[src/rtl/dispatch_router.sv]
// Issue-stage dispatcher: steers one decoded request per cycle into a per-unit FIFO
// selected by ex_type, retiring NOPs and empty-mask requests, with perf counters.
module dispatch_router #(
    parameter  int unsigned NUM_UNITS   = 5,
    parameter  int unsigned EX_BITS     = 3,
    parameter  int unsigned DATAW       = 64,
    parameter  int unsigned NUM_THREADS = 4,
    parameter  int unsigned DEPTH       = 2,
    localparam int unsigned NT_BITS     = (NUM_THREADS > 1) ? $clog2(NUM_THREADS) : 1,
    localparam int unsigned CNTW        = $clog2(DEPTH + 1)
) (
    input  logic                             clk,
    input  logic                             reset,
    input  logic                             in_valid,
    output logic                             in_ready,
    input  logic [EX_BITS-1:0]               in_ex_type,
    input  logic [NUM_THREADS-1:0]           in_tmask,
    input  logic [DATAW-1:0]                 in_data,
    output logic [NUM_UNITS-1:0]             out_valid,
    input  logic [NUM_UNITS-1:0]             out_ready,
    output logic [NUM_UNITS*DATAW-1:0]       out_data,
    output logic [NUM_UNITS*NUM_THREADS-1:0] out_tmask,
    output logic [NUM_UNITS*NT_BITS-1:0]     out_tid,
    output logic [NUM_UNITS*CNTW-1:0]        occupancy,
    output logic [31:0]                      stall_cnt,
    output logic [31:0]                      nop_cnt
);

    localparam int unsigned PTRW = (DEPTH > 1) ? $clog2(DEPTH) : 1;

    typedef struct packed {
        logic [DATAW-1:0]       data;
        logic [NUM_THREADS-1:0] tmask;
        logic [NT_BITS-1:0]     tid;
    } entry_t;

    function automatic logic [PTRW-1:0] ptr_inc(input logic [PTRW-1:0] p);
        return (p == PTRW'(DEPTH - 1)) ? '0 : p + PTRW'(1);
    endfunction

    logic [NT_BITS-1:0]   w_tid;
    logic [NUM_UNITS-1:0] w_full;
    logic                 w_sel_full;
    logic                 w_nop;
    logic                 w_dispatch;
    entry_t               w_entry;
    logic [31:0]          r_stall;
    logic [31:0]          r_nop;

    // Lowest set bit of the mask becomes the head thread id.
    always_comb begin
        w_tid = '0;
        for (int i = int'(NUM_THREADS) - 1; i >= 0; i--) begin
            if (in_tmask[i]) w_tid = NT_BITS'(i);
        end
    end

    always_comb begin
        w_sel_full = 1'b0;
        for (int u = 0; u < int'(NUM_UNITS); u++) begin
            if (32'(in_ex_type) == 32'(u)) w_sel_full = w_full[u];
        end
    end

    // Readiness depends only on registered occupancy, never on out_ready.
    assign w_nop      = (32'(in_ex_type) >= NUM_UNITS) || (in_tmask == '0);
    assign in_ready   = reset && (w_nop || !w_sel_full);
    assign w_dispatch = in_valid && in_ready && !w_nop;
    assign w_entry    = '{data: in_data, tmask: in_tmask, tid: w_tid};

    always_ff @(posedge clk or negedge reset) begin
        if (!reset) begin
            r_stall <= '0;
            r_nop   <= '0;
        end else begin
            if (in_valid && !in_ready) r_stall <= r_stall + 32'd1;
            if (in_valid && in_ready && w_nop) r_nop <= r_nop + 32'd1;
        end
    end

    assign stall_cnt = r_stall;
    assign nop_cnt   = r_nop;

    for (genvar u = 0; u < int'(NUM_UNITS); u++) begin : g_unit
        entry_t          r_mem [DEPTH];
        logic [PTRW-1:0] r_rd;
        logic [PTRW-1:0] r_wr;
        logic [CNTW-1:0] r_cnt;
        logic            w_push;
        logic            w_pop;

        assign w_push    = w_dispatch && (32'(in_ex_type) == 32'(u));
        assign w_pop     = (r_cnt != '0) && out_ready[u];
        assign w_full[u] = (r_cnt == CNTW'(DEPTH));

        always_ff @(posedge clk or negedge reset) begin
            if (!reset) begin
                r_rd  <= '0;
                r_wr  <= '0;
                r_cnt <= '0;
            end else begin
                if (w_push) r_wr <= ptr_inc(r_wr);
                if (w_pop)  r_rd <= ptr_inc(r_rd);
                if (w_push && !w_pop)      r_cnt <= r_cnt + CNTW'(1);
                else if (!w_push && w_pop) r_cnt <= r_cnt - CNTW'(1);
            end
        end

        // Storage needs no reset: contents are only visible while r_cnt is nonzero.
        always_ff @(posedge clk) begin
            if (w_push) r_mem[r_wr] <= w_entry;
        end

        assign out_valid[u]                           = (r_cnt != '0);
        assign out_data[u*DATAW +: DATAW]             = r_mem[r_rd].data;
        assign out_tmask[u*NUM_THREADS +: NUM_THREADS] = r_mem[r_rd].tmask;
        assign out_tid[u*NT_BITS +: NT_BITS]          = r_mem[r_rd].tid;
        assign occupancy[u*CNTW +: CNTW]              = r_cnt;
    end

endmodule

[config.mk]
export PLATFORM = sky130hd
export DESIGN_NAME = dispatch_router
export DESIGN_NICKNAME = d
export VERILOG_FILES = /design/src/rtl/dispatch_router.sv
export SDC_FILE = /design/constraint.sdc
export NUM_CORES = 1
export LEC_CHECK = 0
export CAP_MARGIN = 5
export CORE_ASPECT_RATIO = 1.4
export CORE_MARGIN = 2
export CORE_UTILIZATION = 42
export DETAILED_ROUTE_END_ITERATION = 8
export PLACE_DENSITY = 0.78
export SYNTH_ARGS = -nofsm -noshare
export SYNTH_HDL_FRONTEND = slang
export SYNTH_SLANG_ARGS = --single-unit
[constraint.sdc]
create_clock -name clk -period 10.01 [get_ports clk]
set_input_delay 1.001 -clock clk [delete_from_list [all_inputs] [get_ports clk]]
set_output_delay 1.001 -clock clk [all_outputs]
set_load 0.05 [all_outputs]
==> run_results.csv <==
group,metric,value,unit
synth,seq_area_frac_synth,79.0,%
worst_setup_path,cp_common_cell,"clkdlybuf4s50_1",
worst_setup_path,crit_required,9010,ps
clock_network,clock_sinks,784,
synth,synth_fp_nets,1545,
synth,synth_area_leader_cell,"edfxtp_1",
die,io_pins,509,
cells_and_area,fillers,5286,
clock_network,clkTransAtPathRegs,60,ps
worst_setup_path,crit_path_start_kind,"input pin",
worst_setup_path,worst_ep_arrival_time,3980,ps
die,die_area,71800,µm²
grt,overflow,0,
synth,yosys_warnings,0,
power,peakVddDrop,313,µV
cells_and_area,final_common_cell,"edfxtp_1",
cells_and_area,drive_above_1_share,25.1,%
cells_and_area,post-route-util,55.0,%
synth,ys_types,38,
cells_and_area,layout_common_cells,"edfxtp_1 (700), clkdlybuf4s50_1 (507), mux2_2 (352), clkbuf_16 (79), dfrtp_1 (79)",
sta,min_period_over_period,49.8,%
synth,synth_top_cells_by_area,"edfxtp_1 (72%), mux2_2 (14%), dfrtp_1 (7.2%), xor2_1 (1.5%), xnor2_1 (1.1%)",
synth,yosysTopAreaCellShare,71.8,%
synth,synth_area_per_cell,20.1,µm²
worst_setup_path,crit_family,"buffers and inverters",
route,routedWlPerCell,24.2,µm
cells_and_area,instances_no_fill,3005,
worst_setup_path,crit_type,"in -> out",
cells_and_area,syn2layout_area_growth,29.8,%
die,die_y,316,µm
route,drt_wl_total,72600,µm
die,num_rows,114,
sta,rsz0062_at_grt,"no",
worst_setup_path,crit_chain,"clkdlybuf4s50_1 -> or4_4 -> nand4_1 -> o311a_4 -> clkdlybuf4s50_1",
placement,io_buffers,508,
grt,grt_pass1_wl,104000,µm
die,die-width,227,µm
clock_network,cts_resized,0,
power,p_leak,12.9,nW
placement,gp_congestion,0.866,
sta,maxSlewHeadroom,16.6,%
worst_setup_path,endpoint_kind,"output pin",
synth,syn_inst,1459,
route,drtIter0Drc,933,
clock_network,cts_setup_buffers,0,
grt,antenna_found_initial,2,
clock_network,numCtsBuffers,75,
grt,grt_max_degree,72,
clock_network,cts_tree,"built",
worst_setup_path,cp_slowest_cell,"clkdlybuf4s50_1",
clock_network,clock_latency,610,ps
sta,hold_viol_final,0,
route,drtPass1Iterations,5,
route,num_vias,15500,
sta,fmax,201,MHz
die,coreArea,69000,µm²
placement,dp_hpwl,45000,µm
route,routed_via_density,5.17,
route,drc,0,
sta,slew_violations,0,
grt,grt_pass1_vias,16400,
sta,setup-tns-final,0,ps
outcome,outcome,"finished clean",
clock_network,cts_max_level,3,
clock_network,cts-root-buf,"clkbuf_16",
grt,grt.total_usage,19.8,%
min_path,hp-class,"in -> async",
power,power,10.4,mW
power,power.density,275,nW/µm²
worst_setup_path,max_stage_delay,910,ps
sta,tightestPinTransition,1250,ps
worst_setup_path,critPathBufInv,2,
synth,netlist_area,29300,µm²
synth,synth-seq-cells,784,
cells_and_area,finalNetCount,2101,
clock_network,ctsHoldBuffers,0,
worst_setup_path,worstPathMaxFanout,32,
sta,fin_skew,17.1,ps
sta,min_period,4980,ps
die,start_util,42.4,%
placement,dp.cells,2866,
sta,setup_viol,0,
clock_network,cts.path.max_buffers,3,
route,ant_nets,0,
flow_run,drv_cap,0,
report_power, final:
part           switching (mW)  leakage [nW]  total [mW]  internal (mW)
Combinational            2.30          4.26        3.62           1.32
Sequential              0.308          7.40        4.00           3.69
Clock                    1.20          1.20        2.82           1.62
state kept, by name (all words and copies together) (netlist names):
register and count:
stall_cnt 32, g_unit.r_mem 700, g_unit.r_rd 5, g_unit.r_wr 5
g_unit.r_cnt 10, nop_cnt 32
layout make-up:
type / count / area [µm²] / share of cell area [%]
repair buffers: 524 / 5200 / 13.7
clock inverters: 38 / 367 / 0.965
well taps: 928 / 1160 / 3.06
clock buffers: 100 / 2110 / 5.54
multi-input cells: 628 / 6000 / 15.8
diodes: 1 / 2.50 / 0.00659
inverters: 2 / 7.51 / 0.0198
flip-flops and latches: 784 / 23100 / 60.9
worst reg2reg max path, stage by stage, from the launching register on:
cell     delay [ps]
dfrtp_1         440
nor2b_1         170
nor4_1          650
nor2b_4         260
buf_4           870
final timing paths:
kind                                               endpoint                            from  slack, ps  cells past startpoint
min                                 nop_cnt[23]$_DFFE_PN0P_                           reset        310                      1
max reg2reg                g_unit[4].r_mem[0][18]$_DFFE_PP_  g_unit[4].r_cnt[1]$_DFFE_PN0P_       7130                      4
max in group asynchronous        g_unit[3].r_rd$_DFFE_PN0P_                           reset       8530                      2
min reg2reg                       stall_cnt[31]$_DFFE_PN0P_       stall_cnt[31]$_DFFE_PN0P_        480                      1
max                                                in_ready                     in_tmask[2]       5030                      5
min in group clk                  stall_cnt[31]$_DFFE_PN0P_       stall_cnt[31]$_DFFE_PN0P_        480                      1
synthesized netlist by cell type:
| cell | number |
|---|---|
| a211o_2 | 2 |
| xnor2_1 | 37 |
| o21ai_0 | 2 |
| mux2_2 | 352 |
| edfxtp_1 | 700 |
| buf_6 | 1 |
| nor4b_2 | 3 |
| nand4_1 | 16 |
| or3_2 | 1 |
| nor4_2 | 4 |
| nor3_1 | 18 |
| nor4b_4 | 1 |
| a21oi_1 | 2 |
| or3_1 | 3 |
| a211oi_1 | 1 |
| clkbuf_1 | 40 |
| nand2_1 | 35 |
| nand3_1 | 21 |
| nor2_1 | 20 |
| and2_1 | 8 |
| and3_1 | 8 |
| and4_1 | 4 |
| mux4_2 | 1 |
| xor2_1 | 49 |
| or2_2 | 5 |
| nor4_4 | 4 |
| buf_2 | 2 |
| or4_4 | 1 |
| nor3b_1 | 5 |
| dfrtp_1 | 84 |
| nor4_1 | 5 |
| inv_1 | 2 |
| o311a_4 | 1 |
| nor2b_1 | 5 |
| or3b_2 | 1 |
| buf_1 | 2 |
| nand2b_1 | 6 |
| ha_1 | 7 |
stage by stage:
stage | hold slack [ps] | instance area (µm²) | setup WS (ps)
2_1_floorplan | 455 | 29300 | 1250
3_3_place_gp | 465 | 35500 | 5100
3_5_place_dp | 464 | 35500 | 5050
4_1_cts | 269 | 38000 | 5040
5_1_grt | 302 | 38000 | 4910
6_report | 307 | 38000 | 5030
routing by layer:
layer | routed length (µm) | GRT usage (%)
met1 | 27300 | 22.5
met4 | 3230 | 9.09
met5 | 26 | 0
met3 | 5390 | 5.79
met2 | 36700 | 34.4
kinds of logic (layout without fill, tap and decap cells):
kind of cell	count (synthesis)	in the layout	synth area share [%]
other	0	1	0
buffers and inverters	47	664	0.637
DFF	784	784	79.0
adders and majority gates	7	7	0.299
xor gates and xnor gates	86	86	2.57
and+or+nand+nor	174	174	3.61
AOI/OAI and AO/OA	8	8	0.235
muxes	353	353	13.6
Note: power is estimated with default switching activity, not from simulation.
